--- config.mk ---
export PLATFORM = sky130hd
export DESIGN_NAME = timer_sequencer
export DESIGN_NICKNAME = d
export VERILOG_FILES = /design/src/rtl/timer_seq_pkg.sv /design/src/rtl/timer_seq_decode.sv /design/src/rtl/timer_sequencer.sv
export SDC_FILE = /design/constraint.sdc
export NUM_CORES = 1
export LEC_CHECK = 0
export BUFFER_PORTS_ARGS = -buffer_cell sky130_fd_sc_hd__clkbuf_2
export CAP_MARGIN = 20
export CORE_ASPECT_RATIO = 1.5
export CORE_MARGIN = 2
export CORE_UTILIZATION = 27
export CTS_BUF_LIST = sky130_fd_sc_hd__clkbuf_16
export DETAILED_ROUTE_END_ITERATION = 10
export SETUP_SLACK_MARGIN = 0.05
export SLEW_MARGIN = 0
export SYNTH_ARGS = -nofsm -noshare
export SYNTH_HDL_FRONTEND = slang
export SYNTH_SLANG_ARGS = --single-unit
--- constraint.sdc ---
create_clock -name clk -period 2.6 [get_ports clk]
set_clock_uncertainty 0.1 [all_clocks]
set_input_delay 0 -clock clk [delete_from_list [all_inputs] [get_ports clk]]
set_output_delay 0 -clock clk [all_outputs]
set_load 0.05 [all_outputs]
--- src/rtl/timer_seq_pkg.sv ---
// Shared encodings for the timer sequencer: widths, opcodes, FSM states and
// the instruction-word split helper.
package timer_seq_pkg;

  localparam int DATA_W = 8;
  localparam int OP_W   = 4;

  localparam logic [OP_W-1:0] OP_NOP  = 4'h0;
  localparam logic [OP_W-1:0] OP_LDI  = 4'h1;
  localparam logic [OP_W-1:0] OP_DEC  = 4'h2;
  localparam logic [OP_W-1:0] OP_INC  = 4'h3;
  localparam logic [OP_W-1:0] OP_JMP  = 4'h4;
  localparam logic [OP_W-1:0] OP_JZ   = 4'h5;
  localparam logic [OP_W-1:0] OP_JM   = 4'h6;
  localparam logic [OP_W-1:0] OP_WAIT = 4'h7;
  localparam logic [OP_W-1:0] OP_OUT  = 4'h8;
  localparam logic [OP_W-1:0] OP_ALM  = 4'h9;
  localparam logic [OP_W-1:0] OP_HALT = 4'hA;

  typedef enum logic [2:0] {
    ST_IDLE      = 3'd0,
    ST_FETCH     = 3'd1,
    ST_EXEC      = 3'd2,
    ST_WAIT_TICK = 3'd3,
    ST_HALT      = 3'd4
  } state_t;

  typedef struct packed {
    logic [OP_W-1:0]   op;
    logic [DATA_W-1:0] k;
  } instr_t;

  function automatic instr_t split_instr(input logic [OP_W+DATA_W-1:0] word);
    instr_t r;
    r.op = word[OP_W+DATA_W-1:DATA_W];
    r.k  = word[DATA_W-1:0];
    return r;
  endfunction

endpackage

--- src/rtl/timer_seq_decode.sv ---
// Combinational instruction decode: next accumulator, PC request and
// next-state selects for one EXEC cycle.
module timer_seq_decode
  import timer_seq_pkg::*;
#(
  parameter int DW = timer_seq_pkg::DATA_W,
  parameter int OW = timer_seq_pkg::OP_W
) (
  input  logic [OW-1:0] op,
  input  logic [DW-1:0] k,
  input  logic [DW-1:0] acc,
  input  logic          mode,
  output logic [DW-1:0] acc_next,
  output logic          req_inc,
  output logic          req_load,
  output logic [DW-1:0] req_load_val,
  output logic          out_en,
  output logic          alm_en,
  output logic          alm_val,
  output logic          go_wait,
  output logic          go_halt,
  output logic          bad_op
);

  localparam logic [DW-1:0] ONE = DW'(1);

  always_comb begin
    acc_next     = acc;
    req_inc      = 1'b0;
    req_load     = 1'b0;
    req_load_val = '0;
    out_en       = 1'b0;
    alm_en       = 1'b0;
    alm_val      = k[0];
    go_wait      = 1'b0;
    go_halt      = 1'b0;
    bad_op       = 1'b0;
    case (op)
      OP_NOP: req_inc = 1'b1;
      OP_LDI: begin
        acc_next = k;
        req_inc  = 1'b1;
      end
      OP_DEC: begin
        acc_next = (acc == '0) ? '0 : acc - ONE;
        req_inc  = 1'b1;
      end
      OP_INC: begin
        acc_next = acc + ONE;
        req_inc  = 1'b1;
      end
      OP_JMP: begin
        req_load     = 1'b1;
        req_load_val = k;
      end
      OP_JZ: begin
        if (acc == '0) begin
          req_load     = 1'b1;
          req_load_val = k;
        end else begin
          req_inc = 1'b1;
        end
      end
      OP_JM: begin
        if (mode) begin
          req_load     = 1'b1;
          req_load_val = k;
        end else begin
          req_inc = 1'b1;
        end
      end
      OP_WAIT: go_wait = 1'b1;
      OP_OUT: begin
        out_en  = 1'b1;
        req_inc = 1'b1;
      end
      OP_ALM: begin
        alm_en  = 1'b1;
        req_inc = 1'b1;
      end
      OP_HALT: go_halt = 1'b1;
      default: begin
        // Undefined opcodes execute as NOP but leave a sticky trace.
        bad_op  = 1'b1;
        req_inc = 1'b1;
      end
    endcase
  end

endmodule

--- src/rtl/timer_sequencer.sv ---
// Fetch/execute controller for the timer ISA; drives the external PC and
// reads its ROM one cycle after the PC value is presented.
//
// state        | meaning
// -------------+-------------------------------------------------------
// ST_IDLE      | stopped, waiting for start; no PC requests
// ST_FETCH     | ROM read of the word at pc_value in flight
// ST_EXEC      | decode rom_data, issue pc_inc/pc_load for this edge
// ST_WAIT_TICK | parked on a WAIT; next tick advances the PC
// ST_HALT      | parked on a HALT; start advances the PC, alarm held
module timer_sequencer
  import timer_seq_pkg::*;
#(
  parameter int DATA_W = timer_seq_pkg::DATA_W,
  parameter int OP_W   = timer_seq_pkg::OP_W
) (
  input  logic                   clk,
  input  logic                   reset,
  input  logic [DATA_W-1:0]      pc_value,
  input  logic [OP_W+DATA_W-1:0] rom_data,
  input  logic                   start,
  input  logic                   stop,
  input  logic                   tick,
  input  logic                   mode,
  output logic                   pc_inc,
  output logic                   pc_load,
  output logic [DATA_W-1:0]      pc_load_val,
  output logic                   pc_reset,
  output logic [DATA_W-1:0]      count_out,
  output logic                   count_valid,
  output logic                   alarm,
  output logic                   illegal
);

  state_t            state_q, state_d;
  logic [DATA_W-1:0] acc_q, acc_d;
  logic [DATA_W-1:0] count_q, count_d;
  logic              count_valid_q, count_valid_d;
  logic              alarm_q, alarm_d;
  logic              illegal_q, illegal_d;
  logic              pc_reset_q, pc_reset_d;

  instr_t            instr;
  logic [DATA_W-1:0] dec_acc;
  logic              dec_inc, dec_load;
  logic [DATA_W-1:0] dec_load_val;
  logic              dec_out, dec_alm, dec_alm_val;
  logic              dec_wait, dec_halt, dec_bad;

  assign instr = split_instr(rom_data);

  timer_seq_decode #(
    .DW (DATA_W),
    .OW (OP_W)
  ) u_decode (
    .op           (instr.op),
    .k            (instr.k),
    .acc          (acc_q),
    .mode         (mode),
    .acc_next     (dec_acc),
    .req_inc      (dec_inc),
    .req_load     (dec_load),
    .req_load_val (dec_load_val),
    .out_en       (dec_out),
    .alm_en       (dec_alm),
    .alm_val      (dec_alm_val),
    .go_wait      (dec_wait),
    .go_halt      (dec_halt),
    .bad_op       (dec_bad)
  );

  always_comb begin
    state_d       = state_q;
    acc_d         = acc_q;
    count_d       = count_q;
    count_valid_d = 1'b0;
    alarm_d       = alarm_q;
    illegal_d     = illegal_q;
    pc_reset_d    = 1'b0;
    pc_inc        = 1'b0;
    pc_load       = 1'b0;
    pc_load_val   = '0;

    // stop overrides everything else once the sequencer is running.
    if (stop && (state_q != ST_IDLE)) begin
      state_d    = ST_IDLE;
      pc_reset_d = 1'b1;
      alarm_d    = 1'b0;
    end else begin
      case (state_q)
        ST_IDLE: begin
          if (start) state_d = ST_FETCH;
        end
        ST_FETCH: state_d = ST_EXEC;
        ST_EXEC: begin
          acc_d       = dec_acc;
          pc_inc      = dec_inc;
          pc_load     = dec_load;
          pc_load_val = dec_load_val;
          if (dec_out) begin
            count_d       = acc_q;
            count_valid_d = 1'b1;
          end
          if (dec_alm) alarm_d = dec_alm_val;
          if (dec_bad) illegal_d = 1'b1;
          if (dec_wait)      state_d = ST_WAIT_TICK;
          else if (dec_halt) state_d = ST_HALT;
          else               state_d = ST_FETCH;
        end
        ST_WAIT_TICK: begin
          if (tick) begin
            pc_inc  = 1'b1;
            state_d = ST_FETCH;
          end
        end
        ST_HALT: begin
          if (start) begin
            pc_inc  = 1'b1;
            state_d = ST_FETCH;
          end
        end
        default: state_d = ST_IDLE;
      endcase
    end
  end

  always_ff @(posedge clk or negedge reset) begin
    if (!reset) begin
      state_q       <= ST_IDLE;
      acc_q         <= '0;
      count_q       <= '0;
      count_valid_q <= 1'b0;
      alarm_q       <= 1'b0;
      illegal_q     <= 1'b0;
      pc_reset_q    <= 1'b0;
    end else begin
      state_q       <= state_d;
      acc_q         <= acc_d;
      count_q       <= count_d;
      count_valid_q <= count_valid_d;
      alarm_q       <= alarm_d;
      illegal_q     <= illegal_d;
      pc_reset_q    <= pc_reset_d;
    end
  end

  assign count_out   = count_q;
  assign count_valid = count_valid_q;
  assign alarm       = alarm_q;
  assign illegal     = illegal_q;
  assign pc_reset    = pc_reset_q;

  // pc_value only addresses the ROM externally; the sequencer never needs it.
  logic unused_pc;
  assign unused_pc = ^pc_value;

endmodule

==> flow_metrics.env <==
export IMPL_p_per_area_nw_per_um2=820.6
export IMPL_crit_type="reg -> out"
export IMPL_final_setup_viol_count=0
export IMPL_io_pins=48
export IMPL_synthesis_nets=214
export IMPL_wire_per_inst_um=14.89
export IMPL_yosysWarnings=0
export IMPL_seq_area_frac_synth_pct=35.28
export IMPL_path_cells="or4_4 -> or4_4 -> a21oi_4 -> buf_4 -> and2_1 -> clkbuf_4"
export IMPL_rows=34
export IMPL_hold_ws_ns=0.009440
export IMPL_start_kind="flip-flop"
export IMPL_vias=1609
export IMPL_grt_ovfl_total=0
export IMPL_max_cap_violations=0
export IMPL_place_congestion=0.8911
export IMPL_synthToLayoutAreaGrowth_pct=29.60
export IMPL_dp_hpwl_um=3422
export IMPL_drt_iter0_markers=63
export IMPL_syn_area_um2=1632
export IMPL_cp_common_cell="or4_4"
export IMPL_drc=0
export IMPL_global_route_usage_met1_pct=16.84
export IMPL_hold_violations=0
export IMPL_path_max_fanout=4
export IMPL_busiest_layer="met2"
export IMPL_grt_pass1_wl_um=7341
export IMPL_fin_crit_ns=2.472
export IMPL_die_y_um=99.21
export IMPL_syn_area_per_cell_um2=8.819
export IMPL_period_share_pct=95.06
export IMPL_rsz0062_at_grt="no"
export IMPL_dpl_cell_area_um2=1917
export IMPL_cp_slowest_cell="or4_4"
export IMPL_clock_latency_ns=0.26
export IMPL_design_area_um2=2115
export IMPL_grt_max_degree=24
export IMPL_cp_required_ns=2.50
export IMPL_cts_root_buf="clkbuf_16"
export IMPL_hp_class="in -> reg"
export IMPL_antenna_left=0
export IMPL_via_per_inst=5.275
export IMPL_synthFlopType="dfrtp_1"
export IMPL_clk_path_buf_depth=2
export IMPL_fin_util_pct=36.28
export IMPL_grt_pass1_vias=1521
export IMPL_routed_wl_um=4542
export IMPL_fmax_mhz=404.6
export IMPL_cts_buffers=3
export IMPL_cts_sinks=23
export IMPL_synth_cell_types=52
export IMPL_leakagePower_uw=0.0009861
export IMPL_coreArea_um2=5828
export IMPL_peakVddDrop_mv=0.2637
export IMPL_initial_core_util_pct=27.99
export IMPL_ys_async_sr_fraction_pct=100.0
export IMPL_mostFrequentLayoutCells="clkbuf_2, dfrtp_1, buf_4, inv_1, nor2_1"
export IMPL_final_common_cell="clkbuf_2"
export IMPL_dieArea_um2=6693
export IMPL_met3_usage_pct=1.810
export IMPL_slew_violations=0
export IMPL_syn_inst=185
export IMPL_cts_tree="done"
export IMPL_outcome="finished, final reports clean"
export IMPL_drive_gt1_share_pct=32.62
export IMPL_antenna_found_initial=0
export IMPL_dr_pass1_iters=4
export IMPL_track_usage_pct=14.40
export IMPL_cts_max_level=1
export IMPL_io_buffers=39
export IMPL_clk_pin_slew_worst_paths_ns=0.06
export IMPL_globalRouteMet2Util_pct=24.96
export IMPL_reg2reg_slack_ns=0.35
export IMPL_cp_arrival_ns=2.37
export IMPL_synth_seq_cells=23
export IMPL_antenna_cells=0
export IMPL_slowest_delay_ns=0.56
export IMPL_nets=263
export IMPL_synth_edff_count=0
export IMPL_relSlewSlack_pct=49.36
export IMPL_worstMarginPinSlew_ns=0.7538
export IMPL_totalNegativeSetupSlack_ns=0
export IMPL_worst_setup_path_end_kind="output port"
export IMPL_dieWidth_um=67.47
[critical path, delay by kind of cell, from the launching register on]
kind            cells  cell delay (ns)
buf+inv             2             0.36
flops               1             0.40
compound gates      1             0.20
simple gates        3             1.14
[logic make-up (layout without fill, tap and decap cells)]
kind of cell | count (synthesis) | after routing | share of synthesized area [%]
compound gates | 55 | 55 | 23.85
xor+xnor | 2 | 2 | 1.074
fa+ha+maj | 3 | 3 | 2.301
buf+inv | 28 | 76 | 8.513
flops | 23 | 23 | 35.28
mux | 6 | 6 | 4.064
simple gates | 68 | 68 | 24.92
[routing by layer]
metal,part of all wire (%),vias up
li1,-,767
met1,39,778
met2,53,53
met3,4.4,11
met4,3.5,0
met5,0,-
[where the power goes]
group / internal, µW / leakage (µW) / total, µW / switching (µW)
Sequential: 450 / 0.000307 / 547 / 96.3
Combinational: 329 / 0.000642 / 842 / 513
Clock: 209 / 0.0000371 / 347 / 138
Total: 988 / 0.000986 / 1740 / 747
[synth_stat cells, types with 2 or more instances]
library cell	n	area share [%]
ha_1	3	2.3
o221ai_1	2	1.1
nand4_1	2	0.77
xnor2_1	2	1.1
nor3b_1	2	0.92
nand2b_1	3	1.2
nor3_1	3	0.92
nor2_1	13	3.0
a32o_1	2	1.2
nor4b_1	2	1.1
o31ai_1	4	1.8
inv_1	13	3.0
a31oi_1	7	2.7
nand3_1	9	2.8
a21oi_1	10	3.1
a22o_1	2	1.1
buf_1	2	0.46
a22oi_1	2	0.92
or4_4	2	1.4
a32oi_1	2	1.1
and2_1	10	3.8
buf_4	5	2.3
or3b_2	2	1.1
nand2_1	12	2.8
buf_2	3	0.92
mux2_2	5	3.5
dfrtp_1	23	35
clkbuf_1	3	0.69
o21ai_0	12	3.7
[metrics by stage]
stage	setup slack [ns]	cells	power, µW
finish	0.1285	305	1735
detailed placement	0.2270	293	1378
global placement	0.2685	293	1366
floorplan	0.08981	185	1159
global route	0.05577	305	1862
CTS	0.08469	305	1743
[registers in the layout (all words and copies together) (netlist names)]
signal	count
pc_reset	1
illegal	1
count_out	8
alarm	1
acc_q	8
state_q	3
count_valid	1
[layout make-up]
class	instances	area (µm²)
clock buffers	3	75.07
clock inverters	1	7.507
flip-flops and latches	23	576.8
repair buffers	59	392.9
inverters	13	48.80
multi-input cells	134	923.4
well taps	72	90.09
fillers	611	3714
[worst paths after layout]
kind | start | to | depth (start not counted)
setup / recovery | acc_q[3] | pc_load_val[0] | 6
hold / removal | rom_data[5] | acc_q[5] | 4
setup reg to reg | acc_q[3] | acc_q[3] | 6
hold reg to reg | illegal | illegal | 1
max in group asynchronous | reset | state_q[1] | 2
min in group asynchronous | reset | count_valid | 2
[repair_timing]
action / in CTS / in global routing
resized for setup: 1 / 20
hold endpoints to repair: 28 / 0
cloned: 0 / 0
buffers inserted: 2 / 0
setup endpoints to repair: 9 / 8
hold buffers: 6 / 0
Power figures use the tool's default switching activity.
